==> src/rtl/pipe_pkg.sv <==
// Pipeline-wide definitions: redirect FSM states and field positions in the 8-bit ctrl word.
package pipe_pkg;

   typedef enum logic {
      ST_IDLE     = 1'b0,
      ST_REDIRECT = 1'b1
   } redirect_state_e;

   // ctrl word layout: {wreg, mem_read, mem_write, rd_addr[4:0]}
   localparam int CTRL_W         = 8;
   localparam int CTRL_WREG      = 7;
   localparam int CTRL_MEM_READ  = 6;
   localparam int CTRL_MEM_WRITE = 5;
   localparam int CTRL_RD_MSB    = 4;
   localparam int CTRL_RD_LSB    = 0;

endpackage : pipe_pkg

==> src/rtl/port_define.sv <==
// Shared datapath widths for the pipeline: register bus and instruction address bus.
package port_define;

   localparam int REG_BUS_W       = 32;
   localparam int INST_ADDR_BUS_W = 32;

   typedef logic [REG_BUS_W-1:0]       reg_bus_t;
   typedef logic [INST_ADDR_BUS_W-1:0] inst_addr_bus_t;

endpackage : port_define

==> src/rtl/ex_mem_stage_if.sv <==
// EX-side payload into the EX/MEM register and the registered MEM-side payload out of it.
interface ex_mem_stage_if;
   import port_define::*;
   import pipe_pkg::*;

   logic                ex_valid_i;
   reg_bus_t            ex_alu_result_i;
   logic                ex_overflow_i;
   logic                ex_branch_true_i;
   inst_addr_bus_t      ex_new_addr_i;
   logic [CTRL_W-1:0]   ex_ctrl_i;
   reg_bus_t            ex_store_data_i;

   logic                mem_valid_o;
   reg_bus_t            mem_alu_result_o;
   logic [CTRL_W-1:0]   mem_ctrl_o;
   reg_bus_t            mem_store_data_o;

   // master: EX producer / MEM consumer side; slave: the pipeline stage itself
   modport master (
      output ex_valid_i, ex_alu_result_i, ex_overflow_i, ex_branch_true_i,
             ex_new_addr_i, ex_ctrl_i, ex_store_data_i,
      input  mem_valid_o, mem_alu_result_o, mem_ctrl_o, mem_store_data_o
   );

   modport slave (
      input  ex_valid_i, ex_alu_result_i, ex_overflow_i, ex_branch_true_i,
             ex_new_addr_i, ex_ctrl_i, ex_store_data_i,
      output mem_valid_o, mem_alu_result_o, mem_ctrl_o, mem_store_data_o
   );

endinterface : ex_mem_stage_if

==> src/rtl/branch_redirect_ctrl.sv <==
// Two-state redirect FSM: a taken branch raises redirect/flush until the stall drops,
// and squashes wrong-path EX instructions while doing so.
module branch_redirect_ctrl
   import pipe_pkg::*;
   import port_define::*;
(
   input  logic           clk,
   input  logic           rst_n,
   input  logic           accept_i,
   input  logic           branch_i,
   input  inst_addr_bus_t target_i,
   input  logic           stall_i,
   output logic           redirect_valid_o,
   output inst_addr_bus_t redirect_addr_o,
   output logic           flush_o,
   output logic           squash_o
);

   redirect_state_e r_state;
   logic            r_redirect;
   inst_addr_bus_t  r_redirect_addr;

   // NOTE: state is updated with non-blocking assignments so every register in this
   // block sees the pre-edge values; blocking here would create order-dependent logic.
   always_ff @(posedge clk or negedge rst_n) begin
      if (!rst_n) begin
         r_state         <= ST_IDLE;
         r_redirect      <= 1'b0;
         r_redirect_addr <= '0;
      end else begin
         case (r_state)
            ST_IDLE: begin
               if (accept_i && branch_i) begin
                  r_state         <= ST_REDIRECT;
                  r_redirect      <= 1'b1;
                  r_redirect_addr <= target_i;
               end
            end
            ST_REDIRECT: begin
               if (!stall_i) begin
                  r_state    <= ST_IDLE;
                  r_redirect <= 1'b0;
               end
            end
            default: begin
               r_state    <= ST_IDLE;
               r_redirect <= 1'b0;
            end
         endcase
      end
   end

   assign redirect_valid_o = r_redirect;
   assign flush_o          = r_redirect;
   assign redirect_addr_o  = r_redirect_addr;
   assign squash_o         = (r_state == ST_REDIRECT);

endmodule : branch_redirect_ctrl

==> src/rtl/ex_mem_stage.sv <==
// EX/MEM pipeline register with branch redirect control and a saturating overflow counter.
module ex_mem_stage
   import pipe_pkg::*;
   import port_define::*;
#(
   parameter int OV_CNT_W = 8
) (
   input  logic                clk,
   input  logic                rst_n,
   input  logic                stall_i,
   input  logic                ov_clr_i,
   ex_mem_stage_if.slave       bus,
   output logic                redirect_valid_o,
   output inst_addr_bus_t      redirect_addr_o,
   output logic                flush_o,
   output logic                ov_sticky_o,
   output logic [OV_CNT_W-1:0] ov_count_o
);

   logic              w_squash;
   logic              w_accept;
   logic              w_ov_accept;

   logic              r_mem_valid;
   reg_bus_t          r_mem_alu_result;
   logic [CTRL_W-1:0] r_mem_ctrl;
   reg_bus_t          r_mem_store_data;
   logic              r_ov_sticky;
   logic [OV_CNT_W-1:0] r_ov_count;

   // Stale ALU flags are harmless because everything below is gated by w_accept.
   assign w_accept    = bus.ex_valid_i & ~stall_i & ~w_squash;
   assign w_ov_accept = w_accept & bus.ex_overflow_i;

   branch_redirect_ctrl u_redirect (
      .clk              (clk),
      .rst_n            (rst_n),
      .accept_i         (w_accept),
      .branch_i         (bus.ex_branch_true_i),
      .target_i         (bus.ex_new_addr_i),
      .stall_i          (stall_i),
      .redirect_valid_o (redirect_valid_o),
      .redirect_addr_o  (redirect_addr_o),
      .flush_o          (flush_o),
      .squash_o         (w_squash)
   );

   always_ff @(posedge clk or negedge rst_n) begin
      if (!rst_n) begin
         r_mem_valid      <= 1'b0;
         r_mem_alu_result <= '0;
         r_mem_ctrl       <= '0;
         r_mem_store_data <= '0;
      end else if (!stall_i) begin
         r_mem_valid <= w_accept;
         if (w_accept) begin
            r_mem_alu_result <= bus.ex_alu_result_i;
            r_mem_ctrl       <= bus.ex_ctrl_i;
            r_mem_store_data <= bus.ex_store_data_i;
         end else begin
            // Bubble: kill the side-effect flags so MEM/WB cannot act on a stale slot.
            r_mem_ctrl[CTRL_WREG]      <= 1'b0;
            r_mem_ctrl[CTRL_MEM_READ]  <= 1'b0;
            r_mem_ctrl[CTRL_MEM_WRITE] <= 1'b0;
         end
      end
   end

   // Clear wins over stall but not over a same-cycle overflow, which restarts at one.
   always_ff @(posedge clk or negedge rst_n) begin
      if (!rst_n) begin
         r_ov_sticky <= 1'b0;
         r_ov_count  <= '0;
      end else if (ov_clr_i) begin
         r_ov_sticky <= w_ov_accept;
         r_ov_count  <= w_ov_accept ? OV_CNT_W'(1) : '0;
      end else if (w_ov_accept) begin
         r_ov_sticky <= 1'b1;
         if (r_ov_count != '1) begin
            r_ov_count <= r_ov_count + OV_CNT_W'(1);
         end
      end
   end

   assign bus.mem_valid_o      = r_mem_valid;
   assign bus.mem_alu_result_o = r_mem_alu_result;
   assign bus.mem_ctrl_o       = r_mem_ctrl;
   assign bus.mem_store_data_o = r_mem_store_data;
   assign ov_sticky_o          = r_ov_sticky;
   assign ov_count_o           = r_ov_count;

endmodule : ex_mem_stage

==> src/flat_wrapper.sv <==
// flat-port wrapper written by rule: the top's interface ports become plain ports
module ex_mem_stage_flat import pipe_pkg::*; import port_define::*;
#(
   parameter int OV_CNT_W = 8
)
  (clk, rst_n, stall_i, ov_clr_i, redirect_valid_o, redirect_addr_o, flush_o, ov_sticky_o, ov_count_o, bus_ex_valid_i, bus_ex_alu_result_i, bus_ex_overflow_i, bus_ex_branch_true_i, bus_ex_new_addr_i, bus_ex_ctrl_i, bus_ex_store_data_i, bus_mem_valid_o, bus_mem_alu_result_o, bus_mem_ctrl_o, bus_mem_store_data_o);
  ex_mem_stage_if bus_i ();
  input  logic clk;
  input  logic rst_n;
  input  logic stall_i;
  input  logic ov_clr_i;
  output logic redirect_valid_o;
  output inst_addr_bus_t redirect_addr_o;
  output logic flush_o;
  output logic ov_sticky_o;
  output logic [OV_CNT_W-1:0] ov_count_o;
  input wire logic [$bits(bus_i.ex_valid_i)-1:0] bus_ex_valid_i;
  input wire logic [$bits(bus_i.ex_alu_result_i)-1:0] bus_ex_alu_result_i;
  input wire logic [$bits(bus_i.ex_overflow_i)-1:0] bus_ex_overflow_i;
  input wire logic [$bits(bus_i.ex_branch_true_i)-1:0] bus_ex_branch_true_i;
  input wire logic [$bits(bus_i.ex_new_addr_i)-1:0] bus_ex_new_addr_i;
  input wire logic [$bits(bus_i.ex_ctrl_i)-1:0] bus_ex_ctrl_i;
  input wire logic [$bits(bus_i.ex_store_data_i)-1:0] bus_ex_store_data_i;
  output wire logic [$bits(bus_i.mem_valid_o)-1:0] bus_mem_valid_o;
  output wire logic [$bits(bus_i.mem_alu_result_o)-1:0] bus_mem_alu_result_o;
  output wire logic [$bits(bus_i.mem_ctrl_o)-1:0] bus_mem_ctrl_o;
  output wire logic [$bits(bus_i.mem_store_data_o)-1:0] bus_mem_store_data_o;
  assign bus_i.ex_valid_i = bus_ex_valid_i;
  assign bus_i.ex_alu_result_i = bus_ex_alu_result_i;
  assign bus_i.ex_overflow_i = bus_ex_overflow_i;
  assign bus_i.ex_branch_true_i = bus_ex_branch_true_i;
  assign bus_i.ex_new_addr_i = bus_ex_new_addr_i;
  assign bus_i.ex_ctrl_i = bus_ex_ctrl_i;
  assign bus_i.ex_store_data_i = bus_ex_store_data_i;
  assign bus_mem_valid_o = bus_i.mem_valid_o;
  assign bus_mem_alu_result_o = bus_i.mem_alu_result_o;
  assign bus_mem_ctrl_o = bus_i.mem_ctrl_o;
  assign bus_mem_store_data_o = bus_i.mem_store_data_o;
  ex_mem_stage #(.OV_CNT_W(OV_CNT_W)) u_core (.clk(clk), .rst_n(rst_n), .stall_i(stall_i), .ov_clr_i(ov_clr_i), .bus(bus_i), .redirect_valid_o(redirect_valid_o), .redirect_addr_o(redirect_addr_o), .flush_o(flush_o), .ov_sticky_o(ov_sticky_o), .ov_count_o(ov_count_o));
endmodule
==> config.mk <==
export PLATFORM = sky130hd
export DESIGN_NAME = ex_mem_stage_flat
export DESIGN_NICKNAME = d
export VERILOG_FILES = /design/src/rtl/pipe_pkg.sv /design/src/rtl/port_define.sv /design/src/rtl/ex_mem_stage_if.sv /design/src/rtl/branch_redirect_ctrl.sv /design/src/rtl/ex_mem_stage.sv /design/src/flat_wrapper.sv
export SDC_FILE = /design/constraint.sdc
export NUM_CORES = 1
export LEC_CHECK = 0
export ABC_AREA = 1
export CELL_PAD_IN_SITES_DETAIL_PLACEMENT = 1
export CELL_PAD_IN_SITES_GLOBAL_PLACEMENT = 1
export CORE_UTILIZATION = 27
export DETAILED_ROUTE_END_ITERATION = 8
export PLACE_DENSITY_LB_ADDON = 0.1
export SETUP_SLACK_MARGIN = 0.02
export SLEW_MARGIN = 20
export SYNTH_ARGS = -nofsm -noshare
export SYNTH_HDL_FRONTEND = slang
export SYNTH_SLANG_ARGS = --single-unit
==> constraint.sdc <==
create_clock -name clk -period 1.3 [get_ports clk]
set_input_delay 0.26 -clock clk [delete_from_list [all_inputs] [get_ports clk]]
set_output_delay 0.26 -clock clk [all_outputs]
set_load 0.005 [all_outputs]
# Word level (Yosys, flattened, before mapping)
# Cells that the tools add are included.
dict set report word_totals {
  inputBits 111
  mem_count 0
  regBits 116
  ramBits 0
  romBits 0
  output_inout_bits 116
  wordCells 39
  latchBits 0
}
dict set report op_classes {
  multipliers 0
  n_eq_ne 3
  n_lt_le_gt_ge 0
  div 0
  shift 0
  n_bitwise 5
  mux 13
  n_addsub 1
  reduce_logical 7
}
# operator n
set ops {}
lappend ops {{$mux W8} 3}
lappend ops {{$add A8 B1 Y8 const B} 1}
lappend ops {{$ne A8 B8 Y1 const B} 1}
lappend ops {{$reduce_and A2 Y1} 4}
lappend ops {{$mux W1} 7}
lappend ops {{$ne A2 B2 Y1 const B} 2}
lappend ops {{$pmux W1 S2} 2}
lappend ops {{$reduce_bool A2 Y1} 2}
lappend ops {{$and A1 B1 Y1} 3}
lappend ops {{$mux W3} 1}
lappend ops {{$not A1 Y1} 2}
lappend ops {{$logic_and A1 B1 Y1} 1}

# Depth between registers and ports, before layout
# Gate-level depths: netlist of run 1.
dict set report depth {
  ltp_word 6
  ltp_mapped 8
  depth_no_buf 7
}

# Cells and area by module
# A second synthesis of run 1 with hierarchy kept.
dict set report unflattened {
  cells_unflattened 526
  hier_area_um2 4678.2
}
# module seq_area_each_um2 n_inst area_per_inst_um2 cells_per_inst
set by_module_without_submodules {}
lappend by_module_without_submodules {ex_mem_stage 2052.0 1 3240.6 374}
lappend by_module_without_submodules {branch_redirect_ctrl 850.8 1 1437.6 152}

# Worst setup path before layout of run 1
# Ideal clock, no wire load.
dict set report synth_path {
  kind {register to register}
  startpoint {reg u_core.r_ov_count[0], in the netlist u_core.ov_count_o[0]}
  endpoint {reg u_core.r_ov_count[5], in the netlist u_core.ov_count_o[5]}
  setup_ns 0.128
  slack_ns -0.078
  path_stages_with_launch 9
  period_less_slack_ns 1.378
  t_arrival_ns 1.250
  n_path_buf 1
  required_time_ns 1.172
  path_cell_list {dfrtp_1 -> ha_1 -> nand2_1 -> nor2_1 -> nand3_1 -> nand2_1 -> buf_4 -> nand2_1 -> o21ai_0}
}
dict set report synth_via {
  elab_chain_cells 4
  elab_cells_between_ends 7
  cone_classes {add/sub: 1; eq/ne: 1; mux: 3; reduce/logical: 2}
}
# element line_no
set synth_lines {}
lappend synth_lines {{start, declared} ex_mem_stage.sv:29} ;# logic [OV_CNT_W-1:0] r_ov_count;
lappend synth_lines {{start signal, assigned} ex_mem_stage.sv:76} ;# r_ov_count <= w_ov_accept ? OV_CNT_W'(1) : '0;
lappend synth_lines {{start signal, assigned} ex_mem_stage.sv:80} ;# r_ov_count <= r_ov_count + OV_CNT_W'(1);
lappend synth_lines {{$add A8 B1 Y8} ex_mem_stage.sv:80}
lappend synth_lines {{$mux W8} ex_mem_stage.sv:79} ;# if (r_ov_count != '1) begin
lappend synth_lines {{$mux W8} ex_mem_stage.sv:77} ;# end else if (w_ov_accept) begin
lappend synth_lines {{$mux W8} ex_mem_stage.sv:74} ;# end else if (ov_clr_i) begin
# Several ways; a longest one is shown, not always the timed one. The select of a mux whose other input is x is not followed.
# A chain may end at the register's enable or synchronous reset.

# Worst setup path in the final report of run 1
dict set report layout_path {
  startpoint {reg u_core.r_ov_count[1], in the netlist u_core.ov_count_o[1]}
  endpoint {out ov_count_o[1]}
}
# element line_no
set layout_lines {}
lappend layout_lines {{end, declared} flat_wrapper.sv:16} ;# output logic [OV_CNT_W-1:0] ov_count_o;
# No word-level cell between the ends.

==> results of run 1 <==
## power breakdown
group	switching [mW]	internal, mW	total (mW)
Clock	1.72	3.11	4.83
Sequential	0.342	4.26	4.60
Combinational	0.962	1.46	2.42
## cell usage in the layout (no fill, tap or decap), types with 4 or more instances in the layout
master and count:
buf_12 7, buf_2 82, buf_4 36, buf_6 11, clkbuf_16 23, clkbuf_2 29
clkdlybuf4s50_1 107, clkinv_4 4, dfrtp_1 116, inv_1 37, mux2_2 68, nand2_1 40
nand2_2 12, nand2_4 10, nand3_1 6, nor2_1 4, o21ai_0 12, o21ai_1 19
o21ai_2 9
## critical path: cells and delay by family (launching register included)
| kind | cells | cell delay [ns] |
|---|---|---|
| DFF | 1 | 0.39 |
| buffers and inverters | 2 | 0.22 |
## layer usage
layer	wire, um	GRT usage
met5	0	0
met2	7440	0.269
met3	1140	0.0761
met4	221	0.0690
met1	6220	0.181
## metrics by stage
stage                     TNS, ns  instances  hold slack (ns)  power [mW]
after floorplan                 0        370          -0.0356        5.39
after global placement     -41.11        821            0.192        7.29
after detailed placement   -44.47        821            0.194        7.37
after CTS                  -0.221        875            0.293        11.8
after global routing       -0.456        893            0.321        12.5
final                           0        893            0.302        11.8
## cell families after synthesis
group           synth area share
flops                      0.633
simple gates              0.0726
mux                        0.170
buf+inv                   0.0666
compound gates            0.0551
fa+ha+maj                0.00273
## cell type report
| class | instances | share of cell area |
|---|---|---|
| Sequential cell | 116 | 0.366 |
| Timing Repair Buffer | 285 | 0.301 |
| Clock inverter | 12 | 0.0196 |
| Tap cell | 220 | 0.0347 |
| Inverter | 40 | 0.0189 |
| Multi-Input combinational cell | 200 | 0.202 |
| Clock buffer | 20 | 0.0576 |
## worst min path at each step
stage,cells after the start,startpoint,end
after floorplan,0,rst_n,u_core.bus.mem_alu_result_o[0]$_DFFE_PN0P_
after detailed placement,1,rst_n,u_core.bus.mem_store_data_o[11]$_DFFE_PN0P_
after CTS,2,rst_n,u_core.bus.mem_ctrl_o[4]$_DFFE_PN0P_
after global placement,1,rst_n,u_core.bus.mem_store_data_o[11]$_DFFE_PN0P_
after global routing,2,rst_n,u_core.bus.mem_store_data_o[11]$_DFFE_PN0P_
final,2,rst_n,u_core.bus.mem_store_data_o[9]$_DFFE_PN0P_
## flip-flops by register name, indices dropped and copies added, names as in the netlist
| signal | count |
|---|---|
| u_core.bus.mem_alu_result_o | 32 |
| u_core.bus.mem_valid_o | 1 |
| u_core.u_redirect.redirect_addr_o | 32 |
| u_core.bus.mem_store_data_o | 32 |
| u_core.u_redirect.squash_o | 1 |
| u_core.ov_count_o | 8 |
| u_core.u_redirect.flush_o | 1 |
| u_core.ov_sticky_o | 1 |
| u_core.bus.mem_ctrl_o | 8 |
## what timing repair did
| item | 4_1_cts | 5_1_grt |
|---|---|---|
| endpoints found under the hold margin | 18 | 0 |
| cloned | 1 | 11 |
| setup buffers | 20 | 7 |
| setup endpoints to repair | 183 | 142 |
| hold buffers | 1 | 0 |
| gates resized for setup | 416 | 103 |
| pin swaps | 8 | 4 |
==> impl_metrics.json, run 1 <==
{
  "cts-htree-levels": 4,
  "synth.distinct_cells": 24,
  "n_fill_cell": 1832,
  "power_density_nw_per_um2": 1490,
  "status": "finished clean",
  "ff2ff_path_depth": 8,
  "multi_input_area_um2": 1600,
  "period_needed_ns": 1.29,
  "clkTransAtPathRegs_ns": 0.06,
  "die_height_um": 132,
  "synth_area_leaders": "dfrtp_1 63%, mux2_2 17%, nand2_1 4.9%, o21ai_0 3.9%, inv_1 3.2%",
  "worst_slew_pin_slew_ns": 0.352,
  "ys_seq_area_frac": 0.633,
  "crit_type": "reg -> out",
  "syn-num-nets": 482,
  "ys_warn_count": 0,
  "cts_inserted_buffers": 17,
  "r2r_end": "u_core.ov_count_o[6]$_DFFE_PN0P_",
  "first_pass_iters": 4,
  "place_congestion": 0.723,
  "syn_inst": 370,
  "cts.sinks": 116,
  "place_hpwl_um": 9600,
  "clk_latency_ns": 0.42,
  "grt_usage": 0.163,
  "required_ns": 1.04,
  "syn2layout_area_growth_pct": 73.1,
  "nets": 772,
  "crit_start": "u_core.ov_count_o[1]$_DFFE_PN0P_",
  "initial_core_util": 0.276,
  "drt_iter0_drc": 133,
  "via_per_inst": 4.32,
  "setup_viol": 0,
  "antenna_found_initial": 0,
  "maxCapViolations": 0,
  "rsz0062_at_grt": "true",
  "worstPathArrival_ns": 1.03,
  "synth-seq-cells": 116,
  "synth_edf_count": 0,
  "clk_path_buf_depth": 2,
  "fin_area_um2": 7930,
  "critPathCapture": "ov_count_o[1]",
  "place_ws_ns": -0.461,
  "synth_commonest_cells": "116 x dfrtp_1, 69 x mux2_2, 60 x nand2_1",
  "finish.utilization": 0.478,
  "rr_startpoint": "u_core.ov_count_o[0]$_DFFE_PN0P_",
  "async_flop_share": 1.00,
  "vdd_ir_drop_max_uv": 871,
  "synth.most_common_cell": "dfrtp_1",
  "path_max_fanout": 2,
  "grt_max_degree": 65,
  "critPathMaxStageDelay_ns": 0.39,
  "pin_count": 227,
  "skew_ns": 0.00517,
  "die_area_um2": 17500,
  "root_buffer": "clkbuf_16",
  "critPathSlowestCell": "dfrtp_1",
  "setup_ws_ns": 0.0110,
  "slew_headroom": 0.765,
  "path_cells": "buf_6 -> buf_6",
  "reg2reg_slack_ns": 0.02,
  "critPathLaunchType": "flip-flop",
  "p_leak_nw": 3.84,
  "cp-end-kind": "primary output",
  "hold_viol": 0,
  "n_antenna_cell": 0,
  "seq_area_um2": 2900,
  "num_vias": 3856,
  "synth.largest_area_cell": "dfrtp_1",
  "syn_area_per_cell_um2": 12.4,
  "numPortBuffers": 226,
  "dpl_cell_area_um2": 7210,
  "die-width_um": 132,
  "gr-total-overflow": 0,
  "num_rows": 47,
  "ant_nets": 0,
  "drive_above_1_share": 0.470,
  "totalWireLength_um": 15000,
  "wl_per_cell_um": 16.8,
  "fmax_ghz": 0.776,
  "grt_first_pass_wirelength_um": 21800,
  "first_global_vias": 4070,
  "path_common_cell": "buf_6",
  "fin_crit_sh": 0.992,
  "maxSlewViolCount": 0,
  "cts_tree": "done",
  "mappedNetlistArea_um2": 4580,
  "synth_ff_type": "dfrtp_1",
  "coreArea_um2": 16600,
  "synth_top_area_frac": 0.633,
  "hold_path_class": "in -> async",
  "drc": 0
}
(Power assumes the default switching activity.)
==> run 2, diff against run 1 <==
Settings changed: CORE_ASPECT_RATIO set to 0.5.
==> run 2 against run 1 <==
The run now ends with setup timing left; utilization fell by 1.2 points; routed wire length is 9.3% lower; flip-flop and latch count did not move; register-to-register slack got worse by 0.03 ns; cell area shrank 3.1%; sequential share of layout area rose by 1.2 points; first-iteration DRC count shrank 17%; count of clock-buffer cells in the layout is the same; combinational power decreased by 5%; via count shrank 3.2%; die area grew 0.18%; critical path type is now reg -> reg.
==> impl_metrics.json, run 2 (synthesis gave the netlist of run 1 again) <==
{
  "rsz0062_at_grt": "true",
  "reg2reg_slack_ns": -0.01,
  "fin_area_um2": 7690,
  "n_antenna_cell": 0,
  "drive_above_1_share": 0.424,
  "hold_slack_ns": 0.315,
  "setup_viol": 2,
  "n_fill_cell": 1786,
  "grt_first_pass_wirelength_um": 21200,
  "die_height_um": 94.1,
  "clkTransAtPathRegs_ns": 0.06,
  "vdd_ir_drop_max_uv": 1030,
  "hold_viol": 0,
  "fmax_ghz": 0.762,
  "cts-htree-levels": 4,
  "finish.utilization": 0.467,
  "critPathSlowestCell": "dfrtp_1",
  "nets": 765,
  "power_density_nw_per_um2": 1500,
  "coreArea_um2": 16500,
  "cts.sinks": 116,
  "seq_area_um2": 2900,
  "ant_nets": 0,
  "gr-total-overflow": 0,
  "cp-end-kind": "flip-flop",
  "multi_input_area_um2": 1500,
  "clk_latency_ns": 0.40,
  "crit_family": "flip-flops",
  "first_global_vias": 3952,
  "violations": "setup timing",
  "p_leak_nw": 3.74,
  "worst_slew_pin_slew_ns": 0.351,
  "numPortBuffers": 226,
  "skew_ns": 0.00677,
  "first_pass_iters": 4,
  "period_needed_ns": 1.31,
  "grt_max_degree": 39,
  "grt_usage": 0.162,
  "place_hpwl_um": 9610,
  "critPathMaxStageDelay_ns": 0.40,
  "initial_core_util": 0.278,
  "worstPathArrival_ns": 1.61,
  "antenna_found_initial": 0,
  "cts_inserted_buffers": 17,
  "slew_headroom": 0.766,
  "path_max_fanout": 3,
  "via_per_inst": 4.18,
  "syn2layout_area_growth_pct": 67.7,
  "num_vias": 3731,
  "setup_ws_ns": -0.0116,
  "pin_count": 227,
  "path_common_cell": "nand2_1",
  "cts_tree": "done",
  "dpl_cell_area_um2": 7240,
  "required_ns": 1.60,
  "final_cell_mix": "116 x dfrtp_1, 107 x clkdlybuf4s50_1, 67 x mux2_2",
  "mostFrequentLayoutCell": "dfrtp_1",
  "place_ws_ns": -0.444,
  "critPathLaunchType": "flip-flop",
  "die-width_um": 186,
  "hold_path_class": "in -> async",
  "rr_startpoint": "u_core.ov_count_o[1]$_DFFE_PN0P_",
  "r2r_end": "u_core.ov_count_o[0]$_DFFE_PN0P_",
  "maxSlewViolCount": 0,
  "wl_per_cell_um": 15.3,
  "status": "complete, but fails checks",
  "crit_type": "reg -> reg",
  "totalWireLength_um": 13600,
  "die_area_um2": 17500,
  "path_cells": "buf_6 -> ha_4 -> nand2_4 -> nor2_4 -> nand3_4 -> buf_4 -> nand2_1 -> nand2_1",
  "num_rows": 33,
  "drt_iter0_drc": 110,
  "root_buffer": "clkbuf_16",
  "ff2ff_path_depth": 8,
  "critPathBufInv": 2,
  "setup_tns_ns": -0.0229,
  "drc": 0,
  "fin_crit_sh": 1.01,
  "place_congestion": 0.727,
  "maxCapViolations": 0,
  "clk_path_buf_depth": 2
}
-- run 2: changes by cell type in the layout (fill, tap and decap cells not counted), moves of 5 or more --
cell	delta
buf_2	-23
o21ai_0	+23
clkbuf_2	+21
nand2_1	+16
o21ai_1	-14
nand2_2	-10
o21ai_2	-9
nand2_4	-7
clkbuf_16	-5
-- run 2: per-layer routing --
metal / wire, um / vias to the layer above / share of wire / global-route usage
li1: - / 1780 / - / -
met1: 5270 / 1842 / 0.39 / 0.180
met2: 7280 / 100 / 0.53 / 0.287
met3: 928 / 9 / 0.068 / 0.0574
met4: 142 / 0 / 0.010 / 0.0546
met5: 0 / - / 0 / 0
-- run 2: power breakdown --
group	leakage [nW]	switching (mW)	total, mW	internal (mW)
Clock	0.285	1.63	4.66	3.03
Sequential	1.41	0.316	4.57	4.26
Combinational	2.04	0.896	2.30	1.40
-- run 2: layout make-up --
| cell class | instances | area share |
|---|---|---|
| timing repair buffer | 279 | 0.295 |
| clock inverter | 11 | 0.0176 |
| inverter | 40 | 0.0199 |
| sequential | 116 | 0.378 |
| multi-input combinational | 199 | 0.194 |
| clock buffer | 20 | 0.0581 |
| tap | 227 | 0.0369 |
-- run 2: worst max path at each step --
stage | start | slack [ns] | endpoint | cells after the start
final | u_core.ov_count_o[1]$_DFFE_PN0P_ | -0.01 | u_core.ov_count_o[0]$_DFFE_PN0P_ | 8
after global routing | u_core.ov_count_o[1]$_DFFE_PN0P_ | -0.09 | u_core.ov_count_o[6]$_DFFE_PN0P_ | 8
after CTS | u_core.u_redirect.flush_o$_DFFE_PN0P_ | -0.008 | redirect_valid_o | 2
after detailed placement | stall_i | -0.44 | u_core.bus.mem_alu_result_o[20]$_DFFE_PN0P_ | 5
after global placement | bus_ex_valid_i | -0.43 | u_core.ov_count_o[6]$_DFFE_PN0P_ | 8
after floorplan | u_core.ov_count_o[0]$_DFFE_PN0P_ | 0.02 | u_core.ov_count_o[2]$_DFFE_PN0P_ | 8
-- run 2: timing repair --
action                                  4_1_cts  5_1_grt
buffers inserted                             16       10
cloned                                        2        2
pin swaps                                     6        5
endpoints found under the setup margin      187      170
gates resized for setup                     363       77
hold endpoints to repair                     15        0
hold buffers                                  1        0
-- run 2: stage by stage --
step / std cells / power, mW
4_1_cts: 880 / 11.9
5_1_grt: 892 / 12.2
3_5_place_dp: 830 / 7.37
2_1_floorplan: 370 / 5.39
3_3_place_gp: 830 / 7.31
6_report: 892 / 11.5
